`config.mk`:
```
export PLATFORM = sky130hd
export DESIGN_NAME = cpu_bus_master_flat
export DESIGN_NICKNAME = d
export VERILOG_FILES = /design/src/rtl/cpu_bus_master_if.sv /design/src/rtl/cpu_bus_master.sv /design/src/flat_wrapper.sv
export SDC_FILE = /design/constraint.sdc
export NUM_CORES = 1
export LEC_CHECK = 0
export CAP_MARGIN = 20
export CORE_AREA = 3 3 80 82
export CTS_BUF_LIST = sky130_fd_sc_hd__clkbuf_16
export CTS_CLUSTER_DIAMETER = 200
export DETAILED_ROUTE_END_ITERATION = 12
export DIE_AREA = 0 0 83 85
export GPL_ROUTABILITY_DRIVEN = 0
export GPL_TIMING_DRIVEN = 0
export PLACE_DENSITY_LB_ADDON = 0.1
export SYNTH_ARGS = -nofsm -noshare
export SYNTH_HDL_FRONTEND = slang
export SYNTH_SLANG_ARGS = --single-unit
```
`constraint.sdc`:
```
create_clock -name clk -period 2.6 [get_ports clk]
set_clock_uncertainty 0.05 [all_clocks]
set_input_delay 0.65 -clock clk [delete_from_list [all_inputs] [get_ports clk]]
set_output_delay 0.65 -clock clk [all_outputs]
set_load 0.02 [all_outputs]
```
`src/rtl/cpu_bus_master_if.sv`:
```
// -----------------------------------------------------------------------------
// cpu_bus_master_if
//   Groups the host request/response handshake and the Famicom cartridge CPU
//   bus pins driven by cpu_bus_master.
//
//   Host side : req_valid/req_ready/req_rw/req_addr/req_wdata,
//               resp_valid/resp_rdata, irq_pending
//   Cart side : m2, romsel, cpu_rw, cpu_addr, cpu_data_out, cpu_data_oe,
//               cpu_data_in, irq_n
//
//   master : the bus master block (drives the cartridge bus)
//   slave  : the environment around it (host plus cartridge)
// -----------------------------------------------------------------------------
interface cpu_bus_master_if;
    logic        req_valid;
    logic        req_ready;
    logic        req_rw;
    logic [15:0] req_addr;
    logic [7:0]  req_wdata;
    logic        resp_valid;
    logic [7:0]  resp_rdata;
    logic        m2;
    logic        romsel;
    logic        cpu_rw;
    logic [14:0] cpu_addr;
    logic [7:0]  cpu_data_out;
    logic        cpu_data_oe;
    logic [7:0]  cpu_data_in;
    logic        irq_n;
    logic        irq_pending;

    modport master (
        input  req_valid, req_rw, req_addr, req_wdata, cpu_data_in, irq_n,
        output req_ready, resp_valid, resp_rdata, m2, romsel, cpu_rw,
               cpu_addr, cpu_data_out, cpu_data_oe, irq_pending
    );

    modport slave (
        output req_valid, req_rw, req_addr, req_wdata, cpu_data_in, irq_n,
        input  req_ready, resp_valid, resp_rdata, m2, romsel, cpu_rw,
               cpu_addr, cpu_data_out, cpu_data_oe, irq_pending
    );
endinterface

```
`src/rtl/cpu_bus_master.sv`:
```
// -----------------------------------------------------------------------------
// cpu_bus_master
//   Initiator for the Famicom cartridge CPU bus. Generates a free-running M2,
//   turns single-entry host requests into real bus cycles and synchronises the
//   cartridge /IRQ back to the host. M2 never stops: mapper logic counts it.
//
//   Ports:
//     clk    system clock
//     rst_n  asynchronous active-low reset
//     bus    cpu_bus_master_if.master
//              req_*        host request (one holding register)
//              resp_*       one-clk completion pulse + read data
//              m2/romsel/cpu_rw/cpu_addr/cpu_data_*  cartridge bus
//              irq_n -> irq_pending  synchronised interrupt
//
//   Phase FSM
//     state   | meaning
//     PH_LOW  | M2 low, M2_LOW_CLKS clks; address/R/W set up for the cycle
//     PH_HIGH | M2 high, M2_HIGH_CLKS clks; /ROMSEL and write data driven
// -----------------------------------------------------------------------------
module cpu_bus_master #(
    parameter int          M2_LOW_CLKS  = 5,
    parameter int          M2_HIGH_CLKS = 7,
    parameter logic [15:0] IDLE_ADDR    = 16'h0000
) (
    input  logic               clk,
    input  logic               rst_n,
    cpu_bus_master_if.master   bus
);

    localparam int MAX_CLKS = (M2_LOW_CLKS > M2_HIGH_CLKS) ? M2_LOW_CLKS : M2_HIGH_CLKS;
    localparam int CNT_W    = $clog2(MAX_CLKS + 1);
    localparam logic [CNT_W-1:0] LOW_LOAD  = CNT_W'(M2_LOW_CLKS - 1);
    localparam logic [CNT_W-1:0] HIGH_LOAD = CNT_W'(M2_HIGH_CLKS - 1);

    typedef enum logic {PH_LOW, PH_HIGH} phase_t;

    phase_t           state, state_nxt;
    logic [CNT_W-1:0] phase_cnt, phase_cnt_nxt;
    logic             lo_to_hi, hi_to_lo;

    // Holding register
    logic        pend_valid;
    logic        pend_rw;
    logic [15:0] pend_addr;
    logic [7:0]  pend_wdata;
    logic        ready_en;
    logic        accept;

    // Active bus cycle and registered outputs
    logic        act_req;
    logic        act_a15;
    logic        cpu_rw_q;
    logic [14:0] cpu_addr_q;
    logic [7:0]  data_out_q;
    logic        data_oe_q;
    logic        m2_q;
    logic        romsel_q;
    logic        resp_valid_q;
    logic [7:0]  resp_rdata_q;

    logic        irq_meta, irq_sync;

    // Phase timer: down-counter, terminal count at zero ends the phase
    always_ff @(posedge clk or negedge rst_n) begin
        if (!rst_n) begin
            state     <= PH_LOW;
            phase_cnt <= LOW_LOAD;
        end else begin
            state     <= state_nxt;
            phase_cnt <= phase_cnt_nxt;
        end
    end

    always_comb begin
        state_nxt     = state;
        phase_cnt_nxt = phase_cnt - CNT_W'(1);
        lo_to_hi      = 1'b0;
        hi_to_lo      = 1'b0;
        unique case (state)
            PH_LOW: begin
                if (phase_cnt == '0) begin
                    state_nxt     = PH_HIGH;
                    phase_cnt_nxt = HIGH_LOAD;
                    lo_to_hi      = 1'b1;
                end
            end
            PH_HIGH: begin
                if (phase_cnt == '0) begin
                    state_nxt     = PH_LOW;
                    phase_cnt_nxt = LOW_LOAD;
                    hi_to_lo      = 1'b1;
                end
            end
            default: begin
                state_nxt     = PH_LOW;
                phase_cnt_nxt = LOW_LOAD;
            end
        endcase
    end

    // ready_en keeps req_ready low until the first edge after reset release
    assign accept = bus.req_valid & ready_en & ~pend_valid;

    always_ff @(posedge clk or negedge rst_n) begin
        if (!rst_n) begin
            ready_en   <= 1'b0;
            pend_valid <= 1'b0;
            pend_rw    <= 1'b1;
            pend_addr  <= '0;
            pend_wdata <= '0;
        end else begin
            ready_en <= 1'b1;
            // accept needs pend_valid=0, so it never races a launch; a request
            // taken on a launch edge waits for the next bus cycle
            if (accept) begin
                pend_valid <= 1'b1;
                pend_rw    <= bus.req_rw;
                pend_addr  <= bus.req_addr;
                pend_wdata <= bus.req_wdata;
            end else if (hi_to_lo) begin
                pend_valid <= 1'b0;
            end
        end
    end

    // HIGH->LOW edge both completes the current cycle and launches the next
    always_ff @(posedge clk or negedge rst_n) begin
        if (!rst_n) begin
            act_req      <= 1'b0;
            act_a15      <= IDLE_ADDR[15];
            cpu_rw_q     <= 1'b1;
            cpu_addr_q   <= IDLE_ADDR[14:0];
            data_out_q   <= '0;
            data_oe_q    <= 1'b0;
            m2_q         <= 1'b0;
            romsel_q     <= 1'b1;
            resp_valid_q <= 1'b0;
            resp_rdata_q <= '0;
        end else begin
            resp_valid_q <= 1'b0;
            if (lo_to_hi) begin
                m2_q      <= 1'b1;
                romsel_q  <= ~act_a15;
                data_oe_q <= ~cpu_rw_q;
            end
            if (hi_to_lo) begin
                m2_q      <= 1'b0;
                romsel_q  <= 1'b1;
                data_oe_q <= 1'b0;
                if (act_req) begin
                    resp_valid_q <= 1'b1;
                    resp_rdata_q <= cpu_rw_q ? bus.cpu_data_in : 8'h00;
                end
                if (pend_valid) begin
                    act_req    <= 1'b1;
                    act_a15    <= pend_addr[15];
                    cpu_rw_q   <= pend_rw;
                    cpu_addr_q <= pend_addr[14:0];
                    data_out_q <= pend_rw ? 8'h00 : pend_wdata;
                end else begin
                    act_req    <= 1'b0;
                    act_a15    <= IDLE_ADDR[15];
                    cpu_rw_q   <= 1'b1;
                    cpu_addr_q <= IDLE_ADDR[14:0];
                    data_out_q <= 8'h00;
                end
            end
        end
    end

    // /IRQ synchroniser, idles high so irq_pending resets to 0
    always_ff @(posedge clk or negedge rst_n) begin
        if (!rst_n) begin
            irq_meta <= 1'b1;
            irq_sync <= 1'b1;
        end else begin
            irq_meta <= bus.irq_n;
            irq_sync <= irq_meta;
        end
    end

    assign bus.req_ready    = ready_en & ~pend_valid;
    assign bus.resp_valid   = resp_valid_q;
    assign bus.resp_rdata   = resp_rdata_q;
    assign bus.m2           = m2_q;
    assign bus.romsel       = romsel_q;
    assign bus.cpu_rw       = cpu_rw_q;
    assign bus.cpu_addr     = cpu_addr_q;
    assign bus.cpu_data_out = data_out_q;
    assign bus.cpu_data_oe  = data_oe_q;
    assign bus.irq_pending  = ~irq_sync;

endmodule
```
`src/flat_wrapper.sv`:
```
// flat-port wrapper written by rule: the top's interface ports become plain ports
module cpu_bus_master_flat 
#(
    parameter int          M2_LOW_CLKS  = 5,
    parameter int          M2_HIGH_CLKS = 7,
    parameter logic [15:0] IDLE_ADDR    = 16'h0000
)
  (clk, rst_n, bus_req_valid, bus_req_rw, bus_req_addr, bus_req_wdata, bus_cpu_data_in, bus_irq_n, bus_req_ready, bus_resp_valid, bus_resp_rdata, bus_m2, bus_romsel, bus_cpu_rw, bus_cpu_addr, bus_cpu_data_out, bus_cpu_data_oe, bus_irq_pending);
  cpu_bus_master_if bus_i ();
  input  logic clk;
  input  logic rst_n;
  input wire logic [$bits(bus_i.req_valid)-1:0] bus_req_valid;
  input wire logic [$bits(bus_i.req_rw)-1:0] bus_req_rw;
  input wire logic [$bits(bus_i.req_addr)-1:0] bus_req_addr;
  input wire logic [$bits(bus_i.req_wdata)-1:0] bus_req_wdata;
  input wire logic [$bits(bus_i.cpu_data_in)-1:0] bus_cpu_data_in;
  input wire logic [$bits(bus_i.irq_n)-1:0] bus_irq_n;
  output wire logic [$bits(bus_i.req_ready)-1:0] bus_req_ready;
  output wire logic [$bits(bus_i.resp_valid)-1:0] bus_resp_valid;
  output wire logic [$bits(bus_i.resp_rdata)-1:0] bus_resp_rdata;
  output wire logic [$bits(bus_i.m2)-1:0] bus_m2;
  output wire logic [$bits(bus_i.romsel)-1:0] bus_romsel;
  output wire logic [$bits(bus_i.cpu_rw)-1:0] bus_cpu_rw;
  output wire logic [$bits(bus_i.cpu_addr)-1:0] bus_cpu_addr;
  output wire logic [$bits(bus_i.cpu_data_out)-1:0] bus_cpu_data_out;
  output wire logic [$bits(bus_i.cpu_data_oe)-1:0] bus_cpu_data_oe;
  output wire logic [$bits(bus_i.irq_pending)-1:0] bus_irq_pending;
  assign bus_i.req_valid = bus_req_valid;
  assign bus_i.req_rw = bus_req_rw;
  assign bus_i.req_addr = bus_req_addr;
  assign bus_i.req_wdata = bus_req_wdata;
  assign bus_i.cpu_data_in = bus_cpu_data_in;
  assign bus_i.irq_n = bus_irq_n;
  assign bus_req_ready = bus_i.req_ready;
  assign bus_resp_valid = bus_i.resp_valid;
  assign bus_resp_rdata = bus_i.resp_rdata;
  assign bus_m2 = bus_i.m2;
  assign bus_romsel = bus_i.romsel;
  assign bus_cpu_rw = bus_i.cpu_rw;
  assign bus_cpu_addr = bus_i.cpu_addr;
  assign bus_cpu_data_out = bus_i.cpu_data_out;
  assign bus_cpu_data_oe = bus_i.cpu_data_oe;
  assign bus_irq_pending = bus_i.irq_pending;
  cpu_bus_master #(.M2_LOW_CLKS(M2_LOW_CLKS), .M2_HIGH_CLKS(M2_HIGH_CLKS), .IDLE_ADDR(IDLE_ADDR)) u_core (.clk(clk), .rst_n(rst_n), .bus(bus_i));
endmodule
```
* After elaboration in Yosys (flattened, before gate mapping)
Cells that the tools add are included.
Storage, ports and cells: bits in registers 71, input port bits 37, output and inout port bits 38, word-level logic and storage cells 57
Operators by class: $add $sub $neg 1, mux-type cells 25, bitwise gates (word level) 8, reductions and logical operators 4
Operators with widths (number):
- 2-to-1 mux 8 bit | 3
- 2-to-1 mux 1 bit | 17
- 2-to-1 mux 15 bit | 1
- 2-to-1 mux 3 bit | 2
- case mux 3 bit (2 select lines) | 1
- NOT 1 bit | 5
- nonzero test 2 bit | 2
- AND 1 bit | 3
- zero test 3 bit | 1
- subtractor 3 x 1 -> 3 bit (second input constant) | 1
- case mux 1 bit (2 select lines) | 1
- AND reduction 2 bit | 1

* Logic depth before layout (Yosys ltp)
Gate-level depths: netlist of the first run.
depth in word-level cells 5, mapped depth 6, depth with buffers taken out 4

* Worst setup path before layout of the first run
OpenSTA, ideal clock, no wires.
path type register -> output, from register u_core.pend_valid, to output port bus_req_ready, arrival time 0.976 ns, data required time 1.900 ns, setup slack 0.924 ns, cell stages (with the launch flop) 4, buffers on the path 2, cell sequence dfrtp_1 -> clkbuf_2 -> buf_2 -> nor2b_1
Between the ends: word-level cells in the longest chain between the ends 2
RTL lines:
- start, declared | RTL line cpu_bus_master.sv:43 | logic pend_valid;
- start signal, assigned | RTL line cpu_bus_master.sv:108 | pend_valid <= 1'b0;
- start signal, assigned | RTL line cpu_bus_master.sv:117 | pend_valid <= 1'b1;
- start signal, assigned | RTL line cpu_bus_master.sv:122 | pend_valid <= 1'b0;
- NOT 1 bit | RTL line cpu_bus_master.sv:183 | assign bus.req_ready = ready_en & ~pend_valid;
- AND 1 bit | RTL line cpu_bus_master.sv:183
- end, declared | RTL line flat_wrapper.sv:18 | output wire logic [$bits(bus_i.req_ready)-1:0] bus_req_ready;
Every way passes these cells.

* Final worst setup path of the first run
Same ends and word-level chain as after synthesis.

==> results.yml, run 1 <==
sta:
  setup_viol: 0
  max_slew_margin_pct: 41.6
  period_minus_slack_ns: 2.15
  max_freq_mhz: 464
  tightest_slew_ns: 0.876
  slew_viol_final: 0
  finalCritPeriodShare_pct: 82.8
  rsz0062_at_grt: "no"
  finalHoldViolCount: 0
floorplan:
  dieArea_sq_um: 7060
  start_util_pct: 50.5
  die_w_um: 83
  core_area_sq_um: 5820
  ios: 75
  fp.dieH_um: 85
  rows: 28
clocking:
  clk_pin_slew_ns: 0.05
  postCtsHoldBufs: 0
  clockRootBuffer: "clkbuf_16"
  clock_sinks: 71
  h-tree-depth: 3
  cts_setup_buffers: 0
  cts_buffer_depth: 2
  cts_tree: "done"
  clkLatencyLatePin_ns: 0.32
  cts_buffers: 9
  post_cts_resize_count: 0
synth:
  yosysTopAreaCellShare_pct: 55.4
  ys_seq_area_share_pct: 60.8
  ys_warn_count: 0
  syn-cell-area_sq_um: 2940
  avgSynthCellArea_sq_um: 13.2
  syn_nets: 261
  ys_ff_latch: 71
  synth.area.top_cells: "dfrtp_1, mux2_2, mux2i_1, dfstp_2, inv_1"
  yosysMostFrequentCell: "dfrtp_1"
  synth_top_cell_by_area: "dfrtp_1"
  ys.flop_type: "dfrtp_1"
  yosysUniqueCellTypes: 26
  ys_top_cells_by_count: "dfrtp_1, mux2_2, inv_1, mux2i_1, nand2_1"
  synth_cells: 222
  synth_edf_count: 0
  synth-async-reset-ratio_pct: 100
worst_setup_path:
  worst-setup-path-type: "reg -> out"
  start_kind: "flop"
  r2r-end: "u_core.bus.cpu_data_out[2]"
  crit_fanout: 10
  crit_slowest_cell: "dfrtp_1"
  cp.required_ns: 1.90
  r2r_start: "u_core.phase_cnt[0]"
  cp-end-kind: "primary output"
  reg2reg_slack_ns: 0.93
  reg2reg_depth: 6
  crit_chain: "clkbuf_2 > buf_2 > nor2b_1 > dlymetal6s2s_1"
  cp_data_arrival_time_ns: 1.45
  crit_path_max_incr_delay_ns: 0.37
final_layout:
  nFillCells: 455
  synthToLayoutAreaGrowth_pct: 39.1
  finalInstanceArea_sq_um: 4080
  drive_gt1_share_pct: 22.1
  n_antenna_cell: 0
  finalCoreUtilization_pct: 70.2
  seq_area_sq_um: 1780
  nNetsFinal: 346
  layout.cells.non_filler: 387
  multi_input_area_sq_um: 962
placed_design:
  place_area_sq_um: 3770
  hpwl_um: 3620
  portBuffers: 74
  dp.cells: 371
global_route:
  antenna_found_initial: 0
  grt_overflow: 0
  grt_start_max_net_pins: 72
  grt_pass1_vias: 1987
  grt_pass1_wl_um: 9090
  grt_usage_pct: 16.5
route:
  via_per_inst: 4.82
  drt-pass1-iter-count: 4
  drtAntennaViolNets: 0
  route.detailed.drc: 0
  wl_um: 5430
  wire_per_inst_um: 14.0
  vias: 1866
  drt-initial-drc-count: 81
worst_hold_path:
  hold_depth: 0
  hp-class: "reg -> reg"
  min_from: "u_core.irq_meta"
  min_to: "u_core.irq_sync"
power_and_ir_drop:
  leakage_nw: 1.87
  p_per_area_nw_per_um2: 967
  peakVddDrop_v: 0.000540
run_status:
  outcome: "complete, no violations"
job:
  drv_cap: 0
==> sequential cells by signal (all words and copies together), names as in the netlist, 3 cells and up <==
name                     count
u_core.pend_addr            16
u_core.bus.cpu_data_out      8
u_core.bus.resp_rdata        8
u_core.phase_cnt             3
u_core.pend_wdata            8
u_core.bus.cpu_addr         15
==> cell families (layout without fill, tap and decap cells) <==
kind of cell | count (synthesis) | count (layout) | synth area share [%]
other cells | 1 | 1 | 0.128
compound gates | 3 | 3 | 0.511
xor+xnor | 1 | 1 | 0.298
mux | 62 | 62 | 23.0
simple gates | 43 | 43 | 8.01
flops | 71 | 71 | 60.8
buf+inv | 39 | 129 | 6.44
fa+ha+maj | 2 | 2 | 0.852
==> per-layer routing <==
| metal | GRT usage, % | vias to the layer above | routed length [um] |
|---|---|---|---|
| li1 | - | 898 | - |
| met1 | 18.9 | 908 | 2350 |
| met2 | 28.3 | 52 | 2710 |
| met3 | 4.37 | 8 | 270 |
| met4 | 8.92 | 0 | 100 |
| met5 | 0 | - | 0 |
==> layout make-up <==
cell class	count	share of cell area [%]
clock inverter	7	2.15
clock buffer	9	5.52
sequential	71	43.7
inverter	29	2.67
multi-input combinational	112	23.6
buffer	10	1.96
timing repair buffer	74	18.1
tap	75	2.30
==> power breakdown <==
part	total, W	switching (W)	internal [W]
sequential	0.00159	0.000163	0.00142
combinational	0.00110	0.000509	0.000588
clock	0.00127	0.000434	0.000832
==> layout by cell type, fill, tap and decap left out, drive strengths merged <==
cell            n
clkdlybuf4s50  72
dfrtp          65
mux2           37
inv            29
mux2i          25
nand2          24
clkbuf         10
buf            10
and3b           9
dfstp           6
clkinv          5
nand2b          3
a21oi           2
nor2            2
ha              2
bufinv          2
and2b           1
and4b           1
nor2b           1
nor3            1
xnor2           1
nand3b          1
o21ai           1
dlymetal6s2s    1
conb            1
==> worst max path at each step <==
stage                 startpoint                   end  slack [ns]
2_1_floorplan  u_core.pend_valid         bus_req_ready        0.92
3_3_place_gp               rst_n  u_core.pend_addr[10]       -1.58
3_5_place_dp   u_core.pend_valid         bus_req_ready        0.38
4_1_cts        u_core.pend_valid         bus_req_ready        0.03
5_1_grt        u_core.pend_valid         bus_req_ready        0.38
6_report       u_core.pend_valid         bus_req_ready        0.45
==> per-stage QoR <==
step	hold slack [ns]	worst slack [ns]	setup TNS [ns]	power, W
after global routing	0.312	0.375	0	0.00415
after global placement	0.297	-1.58	-106.79	0.00268
after floorplan	0.295	0.924	0	0.00217
final	0.305	0.447	0	0.00395
after CTS	0.307	0.0286	0	0.00400
after detailed placement	0.299	0.378	0	0.00271
==> worst max-delay path, delay by kind of cell, from the launching register on <==
family        cells  cell delay (ns)
buf+inv           3             0.63
simple gates      1             0.13
flops             1             0.37
No activity file was read; power rests on OpenSTA's default activity.
==> inputs of run 2 (changes only) <==
Settings changed: CORE_AREA 3 3 80 82 to 3 3 86 88, DIE_AREA 0 0 83 85 to 0 0 89 91.
Clock period 2.6 ns to 1.78 ns, I/O delays scaled along.
==> run 2 against run 1 <==
Power grew 42%. Sequential share of layout area shrank 0.67 points. Routed wire length grew 0.28%. Global-route usage shrank 1.7 points. Design area grew 1.6%. Utilization shrank 8.5 points. Final cell count grew 1.6%. Hold slack gained 0.0015 ns. First-iteration DRC count shrank 25%. Clock power grew 46%. Setup slack lost 0.34 ns.
==> results.yml, run 2 (synthesis results as in run 1) <==
final_layout:
  final_common_cell: "dfrtp_1"
  drive_gt1_share_pct: 22.0
  n_antenna_cell: 0
  nNetsFinal: 347
  mostFrequentLayoutCells: "dfrtp_1, mux2_2, clkdlybuf4s50_1"
  synthToLayoutAreaGrowth_pct: 41.3
  largest_register: "u_core.pend_addr"
  finalInstanceArea_sq_um: 4150
  largest_reg_flops: 16
sta:
  slew_viol_final: 0
  max_freq_mhz: 598
  setup_viol: 0
  rsz0062_at_grt: "no"
  period_minus_slack_ns: 1.67
  worst_slack_ns: 0.107
  finalHoldViolCount: 0
  finalCritPeriodShare_pct: 94.0
route:
  drt-pass1-iter-count: 4
  vias: 1861
  dr_wl_met3_um: 467
  dr_wl_met2_um: 2480
  drt-initial-drc-count: 61
  wire_per_inst_um: 13.9
  wl_um: 5450
  drtAntennaViolNets: 0
  via_per_inst: 4.74
  route.detailed.drc: 0
  wl_met1_um: 2410
  top_layer_used: "met4"
worst_setup_path:
  r2r-end: "u_core.bus.cpu_data_out[1]"
  crit_buf_inv: 1
  cp.required_ns: 1.28
  cp_data_arrival_time_ns: 1.18
  crit_slowest_cell: "dfstp_2"
  crit_path_max_incr_delay_ns: 0.53
  reg2reg_slack_ns: 0.12
  start_kind: "flop"
  reg2reg_depth: 6
  crit_chain: "dlygate4sd2_1"
  cp-end-kind: "primary output"
  r2r_start: "u_core.phase_cnt[0]"
  crit_fanout: 2
  worst-setup-path-type: "reg -> out"
  crit_family: "flip-flops"
placed_design:
  hpwl_um: 3750
  place_area_sq_um: 3800
  dp_slack_ns: -0.239
  portBuffers: 74
clocking:
  cts_setup_buffers: 0
  cts_tree: "done"
  clockRootBuffer: "clkbuf_16"
  clock_sinks: 71
  h-tree-depth: 3
  clk_pin_slew_ns: 0.05
  clkLatencyLatePin_ns: 0.32
  cts_buffer_depth: 2
  cts_buffers: 9
floorplan:
  die_w_um: 89
  start_util_pct: 43.7
  fp.dieH_um: 91
  rows: 30
  ios: 75
  dieArea_sq_um: 8100
  core_area_sq_um: 6720
worst_hold_path:
  min_from: "u_core.irq_meta"
  hp-class: "reg -> reg"
  hold_depth: 0
  min_to: "u_core.irq_sync"
run_status:
  outcome: "complete, no violations"
power_and_ir_drop:
  leakage_nw: 2.14
  p_per_area_nw_per_um2: 1360
  peakVddDrop_v: 0.000720
global_route:
  grt_overflow: 0
  antenna_found_initial: 0
  grt_usage_pct: 14.8
  grt_start_max_net_pins: 47
  grt_pass1_vias: 1913
  grt_pass1_wl_um: 9300
job:
  drv_cap: 0
[run 2: cell types whose count changed in the layout (fill, tap and decap cells not counted), sizes merged]
cell / previous run / this run
buf: 10 / 11
clkdlybuf4s50: 72 / 35
clkinv: 5 / 3
clkinvlp: 0 / 2
dlygate4sd2: 0 / 19
dlygate4sd3: 0 / 1
dlymetal6s2s: 1 / 18
[run 2: worst max-delay path by stage]
stage	from	end	cells after the start
floorplan	u_core.phase_cnt[0]	u_core.bus.cpu_data_out[1]	6
global route	u_core.pend_valid	bus_req_ready	3
finish	u_core.bus.romsel	bus_romsel	1
global placement	rst_n	u_core.pend_addr[7]	1
detailed placement	u_core.pend_valid	bus_req_ready	4
CTS	u_core.bus.cpu_addr[8]	bus_cpu_addr[8]	1
[run 2: routing by layer]
layer,up-vias,global-route usage (%)
met2,50,21.8
met1,912,19.6
met3,8,5.99
li1,891,-
met4,0,5.58
met5,-,0
[run 2: repair_timing]
item	CTS	global route
endpoints found under the hold margin	24	0
hold buffers	1	0
gates resized for setup	25	19
setup endpoints to repair	20	19
pin swaps	0	0
[run 2: layout make-up]
type,instances,area [sq um]
clock inverter,7,87.6
inverter,29,109
timing repair buffer,76,795
tap,80,100
sequential,71,1780
multi-input combinational,112,962
fill,569,2570
clock buffer,9,225
buffer,9,83.8
[run 2: metrics by stage]
stage	setup TNS (ns)	utilization (%)	hold slack (ns)	instances	power [W]
after global routing	0	61.7	0.312	393	0.00596
after floorplan	0	-	0.0994	222	0.00317
final	0	61.7	0.307	393	0.00563
after CTS	0	61.0	0.308	393	0.00573
after global placement	-159.41	56.2	0.297	376	0.00391
after detailed placement	-1.84	56.6	0.300	377	0.00396
[run 2: report_power, final]
part	leakage (nW)	switching, W	internal, W
Combinational	1.15	0.000728	0.000748
Sequential	0.848	0.000215	0.00208
Clock	0.147	0.000645	0.00121
==> inputs of run 3 (changes only) <==
Settings changed: CORE_AREA 3 3 86 88 to 2 2 85 87, DIE_AREA 0 0 89 91 to 0 0 87 89, SKIP_LAST_GASP set to 1.
==> run 3 against run 2 <==
Setup slack lost 0.0076 ns. First-iteration DRC count decreased by 38%. Critical path depth unchanged. Fmax down 0.45%. Non-clock buffer count did not move. Routed wire length is 0.46% lower. Critical endpoint unchanged.
==> results.yml, run 3 (synthesis results as in run 1) <==
final_layout:
  nNetsFinal: 347
  synthToLayoutAreaGrowth_pct: 39.1
  mostFrequentLayoutCells: "dfrtp_1, mux2_2, clkdlybuf4s50_1"
  drive_gt1_share_pct: 21.1
  final_common_cell: "dfrtp_1"
  largest_reg_flops: 16
  largest_register: "u_core.pend_addr"
  n_antenna_cell: 0
sta:
  worst_slack_ns: 0.0996
  finalSetupTns_ns: 0
  finalCritPeriodShare_pct: 94.4
  period_minus_slack_ns: 1.68
  setup_viol: 0
  slew_viol_final: 0
  finalHoldViolCount: 0
  max_freq_mhz: 595
  rsz0062_at_grt: "no"
clocking:
  cts_buffers: 9
  clock_sinks: 71
  clkLatencyLatePin_ns: 0.32
  cts_tree: "done"
  cts_setup_buffers: 0
  cts_buffer_depth: 2
  clockRootBuffer: "clkbuf_16"
  h-tree-depth: 3
  clk_pin_slew_ns: 0.05
route:
  drt-initial-drc-count: 38
  wire_per_inst_um: 13.8
  route.detailed.drc: 0
  via_per_inst: 4.75
  drtAntennaViolNets: 0
  vias: 1865
  drt-pass1-iter-count: 3
  wl_um: 5420
floorplan:
  dieArea_sq_um: 7740
  fp.dieH_um: 89
  rows: 30
  die_w_um: 87
  start_util_pct: 43.7
  core_area_sq_um: 6720
  ios: 75
worst_setup_path:
  crit_chain: "dlygate4sd2_1"
  cp_data_arrival_time_ns: 1.19
  r2r_start: "u_core.phase_cnt[0]"
  crit_family: "flip-flops"
  worst-setup-path-type: "reg -> out"
  cp.required_ns: 1.28
  crit_path_max_incr_delay_ns: 0.52
  r2r-end: "u_core.bus.cpu_data_out[1]"
  reg2reg_slack_ns: 0.1
  cp-end-kind: "primary output"
  crit_fanout: 2
  worstSetupStartpoint: "u_core.bus.romsel"
  reg2reg_depth: 6
  crit_buf_inv: 1
  crit_slowest_cell: "dfstp_2"
  start_kind: "flop"
run_status:
  outcome: "complete, no violations"
global_route:
  grt_pass1_vias: 1942
  grt_overflow: 0
  grt_start_max_net_pins: 46
  grt_usage_pct: 16.0
  grt_pass1_wl_um: 9260
  antenna_found_initial: 0
power_and_ir_drop:
  p_total_w: 0.00529
  p_per_area_nw_per_um2: 1300
  peakVddDrop_v: 0.000678
  leakage_nw: 2.14
worst_hold_path:
  hp-class: "reg -> reg"
  min_from: "u_core.irq_meta"
  hold_depth: 0
  min_to: "u_core.irq_sync"
placed_design:
  portBuffers: 74
  hpwl_um: 3640
  dp_slack_ns: -0.240
job:
  drv_cap: 0
## run 3: area by class of cell
cell class                 instances  area (sq um)
clock inverter                     7          27.5
tap                               80           100
multi-input combinational        112           965
timing repair buffer              76           796
inverter                          29           109
buffer                             9          77.6
clock buffer                       9           225
fill                             557          2640
sequential                        71          1780
## run 3: stage by stage
step                      instances  hold WS [ns]  instance area [sq um]  util (%)
after floorplan                 222        0.0994                   2940         -
after global placement          376         0.297                   3780      56.2
after detailed placement        377         0.300                   3800      56.6
after CTS                       393         0.308                   4040      60.1
after global routing            393         0.314                   4080      60.8
final                           393         0.306                   4080      60.8
## run 3: where the power goes
group | leakage [nW] | switching (W) | total [W] | internal, W
clock network | 0.139 | 0.000607 | 0.00152 | 0.000908
logic | 1.16 | 0.000730 | 0.00148 | 0.000748
registers | 0.848 | 0.000221 | 0.00230 | 0.00208
## run 3: routing by layer
metal  vias to the layer above  routed length (um)  GRT usage, %
met2                        54                2590          25.6
met1                       914                2370          20.0
li1                        889                   -             -
met4                         0                 104          8.52
met5                         -                   0             0
met3                         8                 357          4.25
## run 3: worst max path at each step
| stage | endpoint | slack (ns) | cells past startpoint |
|---|---|---|---|
| 3_5_place_dp | bus_req_ready | -0.24 | 4 |
| 3_3_place_gp | u_core.pend_addr[6] | -2.30 | 1 |
| 5_1_grt | u_core.bus.cpu_data_out[2] | 0.02 | 6 |
| 6_report | bus_romsel | 0.1 | 1 |
| 4_1_cts | bus_req_ready | -0.17 | 3 |
| 2_1_floorplan | u_core.bus.cpu_data_out[1] | 0.24 | 6 |
## run 3: repair_timing
item                                    in CTS  in global routing
gates resized for setup                     21                 24
gates cloned                                 0                  0
endpoints found under the hold margin       22                  0
endpoints found under the setup margin      19                 20
hold buffers                                 1                  0
